File: config.mk
export PLATFORM = sky130hd
export DESIGN_NAME = regfile_arbiter
export DESIGN_NICKNAME = d
export VERILOG_FILES = /design/src/rtl/regfile_arbiter_pkg.sv /design/src/rtl/regfile_1r1w.sv /design/src/rtl/regfile_arbiter.sv
export SDC_FILE = /design/constraint.sdc
export NUM_CORES = 1
export LEC_CHECK = 0
export CORE_UTILIZATION = 64
export DETAILED_ROUTE_END_ITERATION = 8
export PLACE_DENSITY = 0.84
export SETUP_SLACK_MARGIN = 0.05
export SYNTH_ARGS = -nofsm -noshare
export SYNTH_HDL_FRONTEND = slang
export SYNTH_SLANG_ARGS = --single-unit
File: constraint.sdc
create_clock -name clk -period 4.6 [get_ports clk]
set_clock_uncertainty 0.15 [all_clocks]
set_input_delay 0.92 -clock clk [delete_from_list [all_inputs] [get_ports clk]]
set_output_delay 0.92 -clock clk [all_outputs]
set_load 0.005 [all_outputs]
File: src/rtl/regfile_arbiter_pkg.sv
// Shared constants and FSM encoding for the two-master register-file arbiter.
package regfile_arbiter_pkg;

    localparam int DEF_DATA_W = 4;
    localparam int DEF_ADDR_W = 4;
    localparam int DEPTH      = 16;

    localparam logic OP_RD = 1'b0;
    localparam logic OP_WR = 1'b1;

    typedef enum logic {
        CLEAR = 1'b0,
        SERVE = 1'b1
    } state_t;

endpackage

File: src/rtl/regfile_1r1w.sv
// Register-file storage: one synchronous write port, one registered read port, no reset.
module regfile_1r1w #(
    parameter int DATA_W = 4,
    parameter int ADDR_W = 4
) (
    input  logic              clk,
    input  logic              we,
    input  logic [ADDR_W-1:0] waddr,
    input  logic [DATA_W-1:0] wdata,
    input  logic              re,
    input  logic [ADDR_W-1:0] raddr,
    output logic [DATA_W-1:0] rdata
);

    logic [DATA_W-1:0] mem [2**ADDR_W];

    always_ff @(posedge clk) begin
        if (we) begin
            mem[waddr] <= wdata;
        end
        if (re) begin
            rdata <= mem[raddr];
        end
    end

endmodule

File: src/rtl/regfile_arbiter.sv
// Round-robin arbiter sharing one register file between two masters, with a zeroing sweep
// after reset or clr. Define REGFILE_ARBITER_FIXED_PRIO_EN to make requester 0 always win ties.
module regfile_arbiter
    import regfile_arbiter_pkg::*;
#(
    parameter int DATA_W = DEF_DATA_W,
    parameter int ADDR_W = DEF_ADDR_W
) (
    input  logic              clk,
    input  logic              rst,
    input  logic              clr,
    input  logic [1:0]        req,
    input  logic [1:0]        op,
    input  logic [ADDR_W-1:0] addr0,
    input  logic [ADDR_W-1:0] addr1,
    input  logic [DATA_W-1:0] wdata0,
    input  logic [DATA_W-1:0] wdata1,
    output logic [1:0]        gnt,
    output logic              rvalid,
    output logic              rid,
    output logic [DATA_W-1:0] rdata,
    output logic              busy
);

    state_t            state_reg, state_next;
    logic [ADDR_W-1:0] clr_ptr_reg, clr_ptr_next;
    logic              last_gnt_reg, last_gnt_next;
    logic              rvalid_reg;
    logic              rid_reg;

    logic              sel;
    logic              we;
    logic              re;
    logic [ADDR_W-1:0] waddr;
    logic [ADDR_W-1:0] raddr;
    logic [DATA_W-1:0] wdata;
    logic [DATA_W-1:0] mem_rdata;

    always_comb begin
        state_next    = state_reg;
        clr_ptr_next  = clr_ptr_reg;
        last_gnt_next = last_gnt_reg;
        gnt           = 2'b00;
        sel           = 1'b0;
        we            = 1'b0;
        re            = 1'b0;
        waddr         = clr_ptr_reg;
        wdata         = '0;
        raddr         = addr0;
        case (state_reg)
            CLEAR: begin
                we = 1'b1;
                if (clr) begin
                    clr_ptr_next = '0;
                end else begin
                    clr_ptr_next = clr_ptr_reg + 1'b1;
                    if (&clr_ptr_reg) begin
                        state_next = SERVE;
                    end
                end
            end
            SERVE: begin
                if (clr) begin
                    state_next   = CLEAR;
                    clr_ptr_next = '0;
                end else if (|req) begin
                    case (req)
                        2'b01:   sel = 1'b0;
                        2'b10:   sel = 1'b1;
`ifdef REGFILE_ARBITER_FIXED_PRIO_EN
                        default: sel = 1'b0;
`else
                        default: sel = ~last_gnt_reg;
`endif
                    endcase
                    gnt           = sel ? 2'b10 : 2'b01;
                    last_gnt_next = sel;
                    // Only one op per cycle, so the granted master owns whichever port it needs.
                    if (op[sel] == OP_WR) begin
                        we    = 1'b1;
                        waddr = sel ? addr1 : addr0;
                        wdata = sel ? wdata1 : wdata0;
                    end else begin
                        re    = 1'b1;
                        raddr = sel ? addr1 : addr0;
                    end
                end
            end
            default: state_next = CLEAR;
        endcase
    end

    always_ff @(posedge clk or posedge rst) begin
        if (rst) begin
            state_reg    <= CLEAR;
            clr_ptr_reg  <= '0;
            last_gnt_reg <= 1'b1;
            rvalid_reg   <= 1'b0;
            rid_reg      <= 1'b0;
        end else begin
            state_reg    <= state_next;
            clr_ptr_reg  <= clr_ptr_next;
            last_gnt_reg <= last_gnt_next;
            rvalid_reg   <= re;
            if (re) begin
                rid_reg <= sel;
            end
        end
    end

    regfile_1r1w #(
        .DATA_W(DATA_W),
        .ADDR_W(ADDR_W)
    ) u_regfile (
        .clk  (clk),
        .we   (we),
        .waddr(waddr),
        .wdata(wdata),
        .re   (re),
        .raddr(raddr),
        .rdata(mem_rdata)
    );

    // The storage read register has no reset, so the response is qualified by rvalid.
    assign rdata  = rvalid_reg ? mem_rdata : '0;
    assign rvalid = rvalid_reg;
    assign rid    = rid_reg;
    assign busy   = (state_reg == CLEAR);

endmodule
==> out/results.env <==
CTSLONGESTPATHBUFFERS=2
CRIT_PATH_MAX_INCR_DELAY_NS=0.52
CLKTRANSATPATHREGS_NS=0.08
WORSTSETUPENDPOINTTYPE='output port'
DRT_ITER0_MARKERS=868
GRT_MAX_DEGREE=34
P_COMB_SHARE_PCT=14.6
WORSTPATHCELLLIST='clkdlybuf4s50_1 > inv_1 > ha_1 > nor2b_2 > nor2_1 > buf_4 > nor2_1 > clkdlybuf4s50_1'
SYNTHTOPCELLSBYAREA='edfxtp_1 (44%), nand2b_1 (6.7%), a311oi_1 (6.0%)'
POWER.CLOCK.FRACTION_PCT=33.5
GRT_FIRST_PASS_WIRELENGTH_UM=20690
FIRST_GLOBAL_VIAS=4059
SYNTHESIS.AREA_MM2=0.004656
LAYOUT-DRIVE-GT1-SHARE_PCT=11.81
MAXIMUM_FANOUT_ALONG_THE_WORST_PATH=5
HTREE_NUM_LEVELS=3
WORST_SKEW_PAIR.LATE_LATENCY_NS=0.36
FINALHOLDVIOLCOUNT=0
NETSWITCHINGFRACTION_PCT=26.62
WORST_PATH_MAX_DELAY_CELL='clkdlybuf4s50_1'
FINAL-SETUP-VIOL-COUNT=0
VIAS=4332
CTS_HOLD_BUF=0
SYNTH-SEQ-CELLS=76
FINAL-MAX-SLEW-VIOLATION-COUNT=0
ROUTED_WIRE_LENGTH_PER_INSTANCE_UM=22.10
WORSTMARGINPINSLEW_NS=1.064
CHIPWIDTH_UM=87.29
CP_NUM_BUF_INV=4
NETS=512
CP_TOP_FAMILY='buffers and inverters'
CTS.REPAIR.RESIZED=0
DETAILEDROUTE.FIRSTPASSITERATIONCOUNT=8
CORE_AREA_MM2=0.006907
OUTCOME='complete, no violations'
NET-SWITCHING-POWER_W=0.0003957
CLOCK_TREE.ROOT_CELL='clkbuf_8'
P_PER_AREA_mW_PER_MM2=280.2
FILLERS=463
TIMING.FMAX_MHz=244.2
SYNTH_TOP_FLOP_CELL='edfxtp_1'
WORSTPATHARRIVAL_NS=3.03
CLOCK_TREE_FROM_TRITONCTS='yes'
REGISTER_TO_REGISTER_SETUP_SLACK_NS=1.41
FINALWEIGHTEDCONGESTION=0.9407
INITIAL_CORE_UTILIZATION_PCT=67.41
MIN_PERIOD_OVER_PERIOD_PCT=89.03
CTS.SINKS=76
CTS_INSERTED_BUFFERS=9
LARGEST_REGISTER_FFS=64
TIMING.MAX_SLEW.REL_SLACK_PCT=27.06
SYNTH_CELL_TYPES=47
STARTPOINT_TYPE='input pin'
SHARE_SEQ_OF_TOTAL_POWER_PCT=51.9
SYN-INSTANCE-COUNT=462
ANTENNA-DIODE-COUNT=0
REQUIRED_TIME_AT_THE_ENDPOINT_OF_THE_CRITICAL_PATH_NS=3.53
MAPPEDNETLISTNETS=488
SYNTH_ENABLE_FLOP_CELLS=68
ANTENNA_VIOLATIONS_BEFORE_REPAIR=0
GRT_USE_TOTAL_PCT=36.90
DRT-VIAS-PER-INSTANCE=7.380
PORT-BUFFER-COUNT=31
SYNTH_ASYNC_SR_FLOP_SHARE_PCT=10.53
LEAKAGEPOWER_nW=1.736
DESIGN.PORTCOUNT=32
WL_UM=12980
AREAGROWTHSYNTHTOFINISH_PCT=13.95
SYNTHDOMINANTAREACELLTYPE='edfxtp_1'
CHIPHEIGHT_UM=87.29
DETAIL-ROUTE-ANTENNA-NETS=0
PLACE.DETAILED.HPWL_UM=8564
DRV_CAP=0
PEAKVDDDROP_mV=0.1826
POST-ROUTE-MIN-PERIOD_NS=4.096
PLACE_AREA_MM2=0.005115
GRT-OVFL-TOTAL=0
HOLD_PATH.CLASS='reg2reg'
FINALSETUPTNS_NS=0
YOSYS_WARNINGS=0
GRT_SETUP_UNREPAIRED='false'
ROW_COUNT=30
SYN-MEAN-INSTANCE-AREA_UM2=10.08
FIN_AREA_MM2=0.005305
INTERNAL-POWER_W=0.001091
MOST_REPEATED_CELL_IN_THE_GATE_LEVEL_NETLIST_AFTER_SYNTHESIS='edfxtp_1'
YOSYSSEQAREASHARE_PCT=48.19
CTS.REPAIR_TIMING.SETUP_BUFFER_COUNT=0
DRCVIOLATIONCOUNT=0
YOSYS.AREA.TOP_TYPE_SHARE_PCT=43.86
SETUP.WORST_PATH.CLASS='in2out'
SYNTHTOPCELLSBYCOUNT='edfxtp_1 (68), nand2_1 (62), nand2b_1 (50)'
DIE_AREA_MM2=0.007620
==> path summary, 6_finish.rpt <==
kind                               from                  to  cells after the start
setup / recovery                 req[1]              gnt[0]                      8
hold / removal             last_gnt_reg        last_gnt_reg                      1
setup reg to reg              state_reg  u_regfile.rdata[2]                      5
hold reg to reg            last_gnt_reg        last_gnt_reg                      1
max in group asynchronous           rst        last_gnt_reg                      2
min in group asynchronous           rst      clr_ptr_reg[1]                      2
==> worst register-to-register path: stages (launching register included) <==
cell and delay, ns:
dfrtp_1 0.53, or4b_4 0.54, nor3_4 0.56, mux2i_1 0.45, o22ai_1 0.19, or4_1 0.52
==> power by group through the flow <==
stage	Sequential, W	Clock, W	Combinational [W]
global placement	0.000785	0	0.000202
CTS	0.000770	0.000501	0.000209
floorplan	0.000782	0	0.000131
global route	0.000772	0.000525	0.000230
detailed placement	0.000786	0	0.000208
finish	0.000771	0.000499	0.000217
==> metal layers <==
metal	up-vias	part of all wire (%)	track usage, %	wire length, µm
li1	1868	-	-	-
met1	1980	36	46.64	4715
met2	390	46	59.09	5989
met3	94	12	8.626	1515
met4	0	5.8	19.52	754
met5	-	0	0	0
==> metrics by stage <==
stage               total power, W  instances  hold WS [ns]  worst slack [ns]  utilization, %
floorplan                0.0009137        462        0.3452            0.8635               -
global placement         0.0009874        571        0.3345            0.2933           74.06
detailed placement       0.0009937        571        0.3728            0.2581           74.06
CTS                       0.001480        587        0.3838            0.5052           76.81
global route              0.001527        587        0.3980            0.3605           76.81
finish                    0.001486        587        0.3834            0.5045           76.81
==> area by class of cell <==
type | count | area, µm² | share of cell area, %
Clock inverter | 6 | 62.56 | 1.179
Inverter | 6 | 22.52 | 0.4245
Tap cell | 96 | 120.1 | 2.264
Multi-Input combinational cell | 331 | 2186 | 41.20
Clock buffer | 10 | 127.6 | 2.406
Sequential cell | 76 | 2243 | 42.29
Timing Repair Buffer | 62 | 543.0 | 10.24
==> cells in the final DEF, fill, tap and decap left out, types with 8 or more instances in the layout <==
cell             netlist  layout
a311oi_1              32      32
a32oi_1               32      32
buf_4                  1      31
clkbuf_8               0       9
clkdlybuf4s50_1        0      31
edfxtp_1              68      68
mux2i_1                8       8
nand2_1               62      62
nand2b_1              50      50
nor2_1                11      11
nor3_1                11      11
nor4_1                40      40
o22ai_1               16      16
==> cells by family after synthesis <==
| logic type | count (synthesis) | synth area share (%) |
|---|---|---|
| AO/OA/AOI/OAI | 104 | 17.60 |
| XOR/XNOR | 3 | 0.5645 |
| adder cells (fa/ha/maj) | 3 | 0.8063 |
| AND/OR/NAND/NOR | 207 | 24.37 |
| buffers and inverters | 55 | 5.160 |
| multiplexers | 14 | 3.305 |
| flip-flops | 76 | 48.19 |
(Power assumes the default switching activity.)
